`config.mk`:
```
export PLATFORM = sky130hd
export DESIGN_NAME = max_pair_dispatch
export DESIGN_NICKNAME = d
export VERILOG_FILES = /design/src/rtl/max_dispatch_pkg.sv /design/src/rtl/pair_fifo.sv /design/src/rtl/max_pair_dispatch.sv
export SDC_FILE = /design/constraint.sdc
export NUM_CORES = 1
export LEC_CHECK = 0
export BUFFER_PORTS_ARGS = -buffer_cell sky130_fd_sc_hd__buf_2
export CORE_AREA = 2 2 204 206
export DETAILED_ROUTE_END_ITERATION = 7
export DIE_AREA = 0 0 206 208
export HOLD_SLACK_MARGIN = 0.06
export PLACE_DENSITY = 0.62
export SETUP_SLACK_MARGIN = 0.05
export SLEW_MARGIN = 20
export SYNTH_ARGS = -nofsm -noshare
export SYNTH_HDL_FRONTEND = slang
export SYNTH_SLANG_ARGS = --single-unit
```
`constraint.sdc`:
```
create_clock -name clk -period 4.2 [get_ports clk]
set_input_delay 0.21 -clock clk [delete_from_list [all_inputs] [get_ports clk]]
set_output_delay 0.21 -clock clk [all_outputs]
set_load 0.005 [all_outputs]
```
`src/rtl/max_dispatch_pkg.sv`:
```
// Shared types and constants for the max-compare dispatcher.
// The state encoding, the operand pair layout and the value reported
// for an abandoned job (MAX_DISPATCH_TIMEOUT_EN builds) are kept here.
package max_dispatch_pkg;

  localparam int WIDTH_DEF = 32;

  typedef enum logic [2:0] {
    IDLE  = 3'd0,
    ISSUE = 3'd1,
    ARM   = 3'd2,
    WAIT  = 3'd3,
    OUT   = 3'd4
  } state_t;

  typedef struct packed {
    logic [WIDTH_DEF-1:0] a;
    logic [WIDTH_DEF-1:0] b;
  } pair_t;

  // Result reported when a job is abandoned on timeout.
  localparam logic [WIDTH_DEF-1:0] TIMEOUT_SENTINEL = '1;

endpackage

```
`src/rtl/pair_fifo.sv`:
```
// Synchronous FIFO for operand pairs.
// Pointers carry one extra wrap bit so that full and empty can be told
// apart without a separate occupancy counter.
module pair_fifo #(
  parameter int W     = 64,
  parameter int DEPTH = 4
) (
  input  logic         clk,
  input  logic         reset,
  input  logic         push,
  input  logic         pop,
  input  logic [W-1:0] wdata,
  output logic [W-1:0] rdata,
  output logic         full,
  output logic         empty
);
  localparam int AW = $clog2(DEPTH);

  logic [W-1:0] mem [DEPTH];
  logic [AW:0]  wptr, rptr;

  assign empty = (wptr == rptr);
  assign full  = (wptr[AW] != rptr[AW]) && (wptr[AW-1:0] == rptr[AW-1:0]);
  assign rdata = mem[rptr[AW-1:0]];

  // Pointer update; a push while full is dropped, a pop while empty is ignored.
  always_ff @(posedge clk or negedge reset) begin
    if (!reset) begin
      wptr <= '0;
      rptr <= '0;
    end else begin
      if (push && !full) wptr <= wptr + 1'b1;
      if (pop && !empty) rptr <= rptr + 1'b1;
    end
  end

  // Storage write; contents need no reset because the pointers define validity.
  always_ff @(posedge clk) begin
    if (push && !full) mem[wptr[AW-1:0]] <= wdata;
  end

endmodule

```
`src/rtl/max_pair_dispatch.sv`:
```
// Dispatcher between an operand-pair stream and the max-compare unit.
// Pairs are buffered, issued one at a time with a one-cycle start pulse,
// and the unit's result is presented on an output valid/ready stream.
// Optional feature: define MAX_DISPATCH_TIMEOUT_EN to abandon a job that
// does not complete within TIMEOUT cycles and add the timeout_err port.
module max_pair_dispatch
  import max_dispatch_pkg::*;
#(
  parameter int WIDTH   = WIDTH_DEF,
  parameter int DEPTH   = 4,
  parameter int TIMEOUT = 16
) (
  input  logic             clk,
  input  logic             reset,
  input  logic             in_valid,
  output logic             in_ready,
  input  logic [WIDTH-1:0] in_a,
  input  logic [WIDTH-1:0] in_b,
  output logic             start,
  output logic [WIDTH-1:0] a,
  output logic [WIDTH-1:0] b,
  input  logic [WIDTH-1:0] result,
  input  logic             done,
  output logic             out_valid,
  input  logic             out_ready,
  output logic [WIDTH-1:0] out_data,
`ifdef MAX_DISPATCH_TIMEOUT_EN
  output logic             timeout_err,
`endif
  output logic             busy
);

  if (DEPTH < 2 || (DEPTH & (DEPTH - 1)) != 0) begin : g_bad_depth
    $error("max_pair_dispatch: DEPTH must be a power of two >= 2");
  end
  if (TIMEOUT < 1) begin : g_bad_timeout
    $error("max_pair_dispatch: TIMEOUT must be >= 1");
  end

  state_t               state, state_d;
  logic                 pop, capture;
  logic                 full, empty;
  logic [2*WIDTH-1:0]   head;

  assign in_ready = !full;
  assign busy     = (state != IDLE) || !empty;

  pair_fifo #(.W(2*WIDTH), .DEPTH(DEPTH)) u_fifo (
    .clk   (clk),
    .reset (reset),
    .push  (in_valid && in_ready),
    .pop   (pop),
    .wdata ({in_a, in_b}),
    .rdata (head),
    .full  (full),
    .empty (empty)
  );

`ifdef MAX_DISPATCH_TIMEOUT_EN
  localparam int              TW    = $clog2(TIMEOUT + 1);
  localparam logic [TW-1:0]   TLAST = TW'(TIMEOUT - 1);
  logic [TW-1:0] tcnt;
  logic          abort;
  wire           tmo = (tcnt == TLAST) && (state == ARM || state == WAIT);
`endif

  // State register.
  always_ff @(posedge clk or negedge reset) begin
    if (!reset) state <= IDLE;
    else        state <= state_d;
  end

  // Next state; ARM refuses to look at done until the unit has dropped it,
  // so a done left high by the previous job is never mistaken for this one.
  always_comb begin
    state_d = state;
    pop     = 1'b0;
    capture = 1'b0;
`ifdef MAX_DISPATCH_TIMEOUT_EN
    abort   = 1'b0;
`endif
    unique case (state)
      IDLE:  if (!empty) begin pop = 1'b1; state_d = ISSUE; end
      ISSUE: state_d = ARM;
      ARM:   if (!done) state_d = WAIT;
      WAIT:  if (done) begin capture = 1'b1; state_d = OUT; end
      OUT:   if (out_ready) state_d = IDLE;
      default: state_d = IDLE;
    endcase
`ifdef MAX_DISPATCH_TIMEOUT_EN
    // A completion in the same cycle as the deadline still wins.
    if (tmo && !capture) begin
      abort   = 1'b1;
      state_d = OUT;
    end
`endif
  end

  // Registered outputs toward the compare unit and the consumer.
  always_ff @(posedge clk or negedge reset) begin
    if (!reset) begin
      start     <= 1'b0;
      a         <= '0;
      b         <= '0;
      out_valid <= 1'b0;
      out_data  <= '0;
    end else begin
      start <= pop;
      if (pop) begin
        a <= head[2*WIDTH-1:WIDTH];
        b <= head[WIDTH-1:0];
      end else if (state_d == OUT && state != OUT) begin
        a <= '0;
        b <= '0;
      end
      if (capture) begin
        out_valid <= 1'b1;
        out_data  <= result;
      end
`ifdef MAX_DISPATCH_TIMEOUT_EN
      else if (abort) begin
        out_valid <= 1'b1;
        out_data  <= {WIDTH{1'b1}};
      end
`endif
      else if (state == OUT && out_ready) begin
        out_valid <= 1'b0;
      end
    end
  end

`ifdef MAX_DISPATCH_TIMEOUT_EN
  // Deadline counter over ARM+WAIT and the sticky error flag.
  always_ff @(posedge clk or negedge reset) begin
    if (!reset) begin
      tcnt        <= '0;
      timeout_err <= 1'b0;
    end else begin
      if (state == ISSUE)                     tcnt <= '0;
      else if (state == ARM || state == WAIT) tcnt <= tcnt + 1'b1;
      if (abort) timeout_err <= 1'b1;
    end
  end
`endif

endmodule
```
==> results.tsv <==
stage	metric	value	unit
outcome	run_status	finished, final reports clean	
clock_network	cts_htree_levels	2	
logic_synthesis	ys.warnings.count	0	
floorplanning	die_h	208	µm
clock_network	cts-resized-gates	0	
power_and_ir_drop	cellPowerDensity	747	nW/µm²
logic_synthesis	syn-mean-instance-area	18.7	µm²
final_layout	drive_gt1_frac	0.361	
grt	grt_pass1_wl	51.1	mm
floorplanning	start_util	0.346	
grt	grt_pass1_vias	8561	
power_and_ir_drop	switchingPower	4500	µW
setup_path	arrival	3.23	ns
routing	dr.pass1.iters	4	
routing	totalWireLength	33.8	mm
logic_synthesis	async_reset_ff_frac	0.295	
grt	grtUsageTotal	0.157	
final_layout	fillers	3582	
logic_synthesis	synthCells	751	
logic_synthesis	syn_nets	857	
logic_synthesis	ys_seq_area_frac	0.740	
setup_path	crit_path_end_kind	flop	
setup_path	required	4.60	ns
power_and_ir_drop	seqPwrFrac	0.413	
sta	slew_headroom	0.287	
place	place_inst	1432	
sta	slew_viol_final	0	
clock_network	clk_latency	0.53	ns
floorplanning	rows	74	
logic_synthesis	ys_types	33	
sta	period_minus_slack	2.82	ns
run	cap_violations	0	
final_layout	stdcell_area	17800	µm²
logic_synthesis	synth_common_cells	edfxtp_1, dfrtp_1, nand2_1	
sta	final-hold-violation-count	0	
routing	vias	7963	
sta	setup_tns	0	ns
place	dp.final_hpwl	19.0	mm
setup_path	critical_path_class	reg -> reg	
logic_synthesis	post-synth-top-area-cell	edfxtp_1	
clock_network	cts_tree	done	
routing	routed_via_density	4.96	
sta	fin_skew	0.0136	ns
logic_synthesis	synth_top_area_frac	0.549	
setup_path	crit_path_start_kind	flop	
floorplanning	die_w	206	µm
power_and_ir_drop	clkPwrFrac	0.252	
routing	drc	0	
routing	ant_nets	0	
sta	whs	0.365	ns
grt	overflow	0	
sta	setup_violations	0	
floorplanning	ios	201	
logic_synthesis	synthTopCellsByArea	edfxtp_1, dfrtp_1, mux4_2	
power_and_ir_drop	p_leak	0.00666	µW
sta	worst_pin_slew	1.07	ns
final_layout	fin_nets	1148	
sta	period_share	0.672	
power_and_ir_drop	combPwrFrac	0.334	
routing	avgRoutedWirePerCell	21.0	µm
power_and_ir_drop	power.internal	8810	µW
logic_synthesis	syn_area	14000	µm²
logic_synthesis	synth_edf_count	256	
final_layout	fin_util	0.439	
power_and_ir_drop	ir_drop	0.000615	V
clock_network	clock_path_buffers	3	
clock_network	worst_setup_hold_path_clk_slew	0.06	ns
grt	grt_max_degree	69	
final_layout	area.growth.synth_to_final	27.0	%
sta	max_freq	354	MHz
power_and_ir_drop	swShare	0.338	
clock_network	numCtsBuffers	39	
place	gp_congestion	0.720	
floorplanning	die_area	42800	µm²
place	io_buffers	200	
clock_network	root_buffer	clkbuf_16	
setup_path	critPathMaxFanout	68	
logic_synthesis	synth-main-ff-cell	edfxtp_1	
floorplanning	core	40600	µm²
clock_network	clock-sinks	363	
grt	antenna_found_initial	2	
logic_synthesis	yosysMostFrequentCell	edfxtp_1	
min_path	min_path_type	in -> async	
final_layout	fin_cells	1605	
place	dpl_cell_area	15500	µm²
logic_synthesis	synth-seq-cells	363	
sta	rsz0062_at_grt	no	
routing	drt_iter0_markers	485	
==> power by group through the flow <==
stage	Combinational [µW]	Clock, µW	Sequential [µW]
after floorplan	2970	0	5420
after global placement	4360	0	5540
after detailed placement	4400	0	5570
after CTS	4490	3440	5510
after global routing	4880	3580	5620
final	4450	3360	5490
==> layout by cell type (no fill, tap or decap), types with 4 or more instances in the layout <==
master	Yosys	routed
dlygate4sd3_1	0	100
ha_1	5	5
dfrtp_1	107	105
mux2_2	32	32
mux4_2	64	64
clkbuf_1	22	11
buf_4	2	11
clkbuf_16	0	41
o21ai_1	52	52
inv_1	4	4
o311ai_1	51	51
clkbuf_8	0	6
o311ai_0	14	14
buf_2	21	199
o21ai_2	7	7
o21ai_0	7	7
nand2_1	65	65
edfxtp_1	256	256
clkinv_2	0	7
==> logic make-up after synthesis <==
logic type                 count (synthesis)  synth area share
DFF                                      363             0.740
xor gates and xnor gates                   8           0.00607
AOI/OAI and AO/OA                        139            0.0719
adders and majority gates                  5           0.00446
muxes                                     98             0.131
and+or+nand+nor                           73            0.0214
buffers and inverters                     65            0.0259
==> layout make-up <==
cell class | count | area (µm²) | area share
clock inverter | 13 | 119 | 0.00668
timing repair buffer | 311 | 2110 | 0.118
clock buffer | 58 | 1150 | 0.0646
tap | 532 | 666 | 0.0374
inverter | 4 | 15.0 | 0.000844
sequential | 363 | 10400 | 0.583
multi-input combinational | 323 | 3360 | 0.189
antenna | 1 | 2.50 | 0.000141
==> critical path: stages (launching register included) <==
cell	delay [ns]
dfrtp_4	0.79
xor2_4	0.47
buf_4	0.32
o31a_4	0.75
mux2_4	0.35
==> sequential cells by signal, indices dropped and copies added (netlist names) <==
register,flops
out_data,32
u_fifo.wptr,3
out_valid,1
u_fifo.rptr,3
state,3
a,32
u_fifo.mem,256
start,1
b,32
==> final timing paths <==
path                                 from           endpoint  slack [ns]  depth (start not counted)
setup / recovery           u_fifo.rptr[0]     u_fifo.rptr[1]        1.38                          4
hold / removal                      reset       out_data[16]        0.36                          2
setup reg to reg           u_fifo.rptr[0]     u_fifo.rptr[1]        1.38                          4
hold reg to reg              out_data[17]       out_data[17]        0.50                          1
max in group asynchronous           reset        out_data[2]        2.65                          3
min in group clk                 in_a[16]  u_fifo.mem[1][48]        0.43                          2
==> metrics by stage <==
stage	total power [µW]	worst slack [ns]
detailed placement	9970	1.34
global route	14100	1.18
global placement	9900	1.38
finish	13300	1.38
floorplan	8390	1.22
CTS	13500	1.33
==> routing by layer <==
layer	track usage	vias up	part of all wire
li1	-	3604	-
met1	0.204	4060	0.42
met2	0.267	249	0.50
met3	0.0315	48	0.061
met4	0.0397	2	0.018
met5	0	-	0.00038
==> what timing repair did <==
| item | CTS | global route |
|---|---|---|
| hold buffers | 100 | 0 |
| buffers inserted | 0 | 0 |
| endpoints found under the setup margin | 0 | 0 |
| endpoints found under the hold margin | 357 | 0 |
Note: power is estimated with default switching activity, not from simulation.
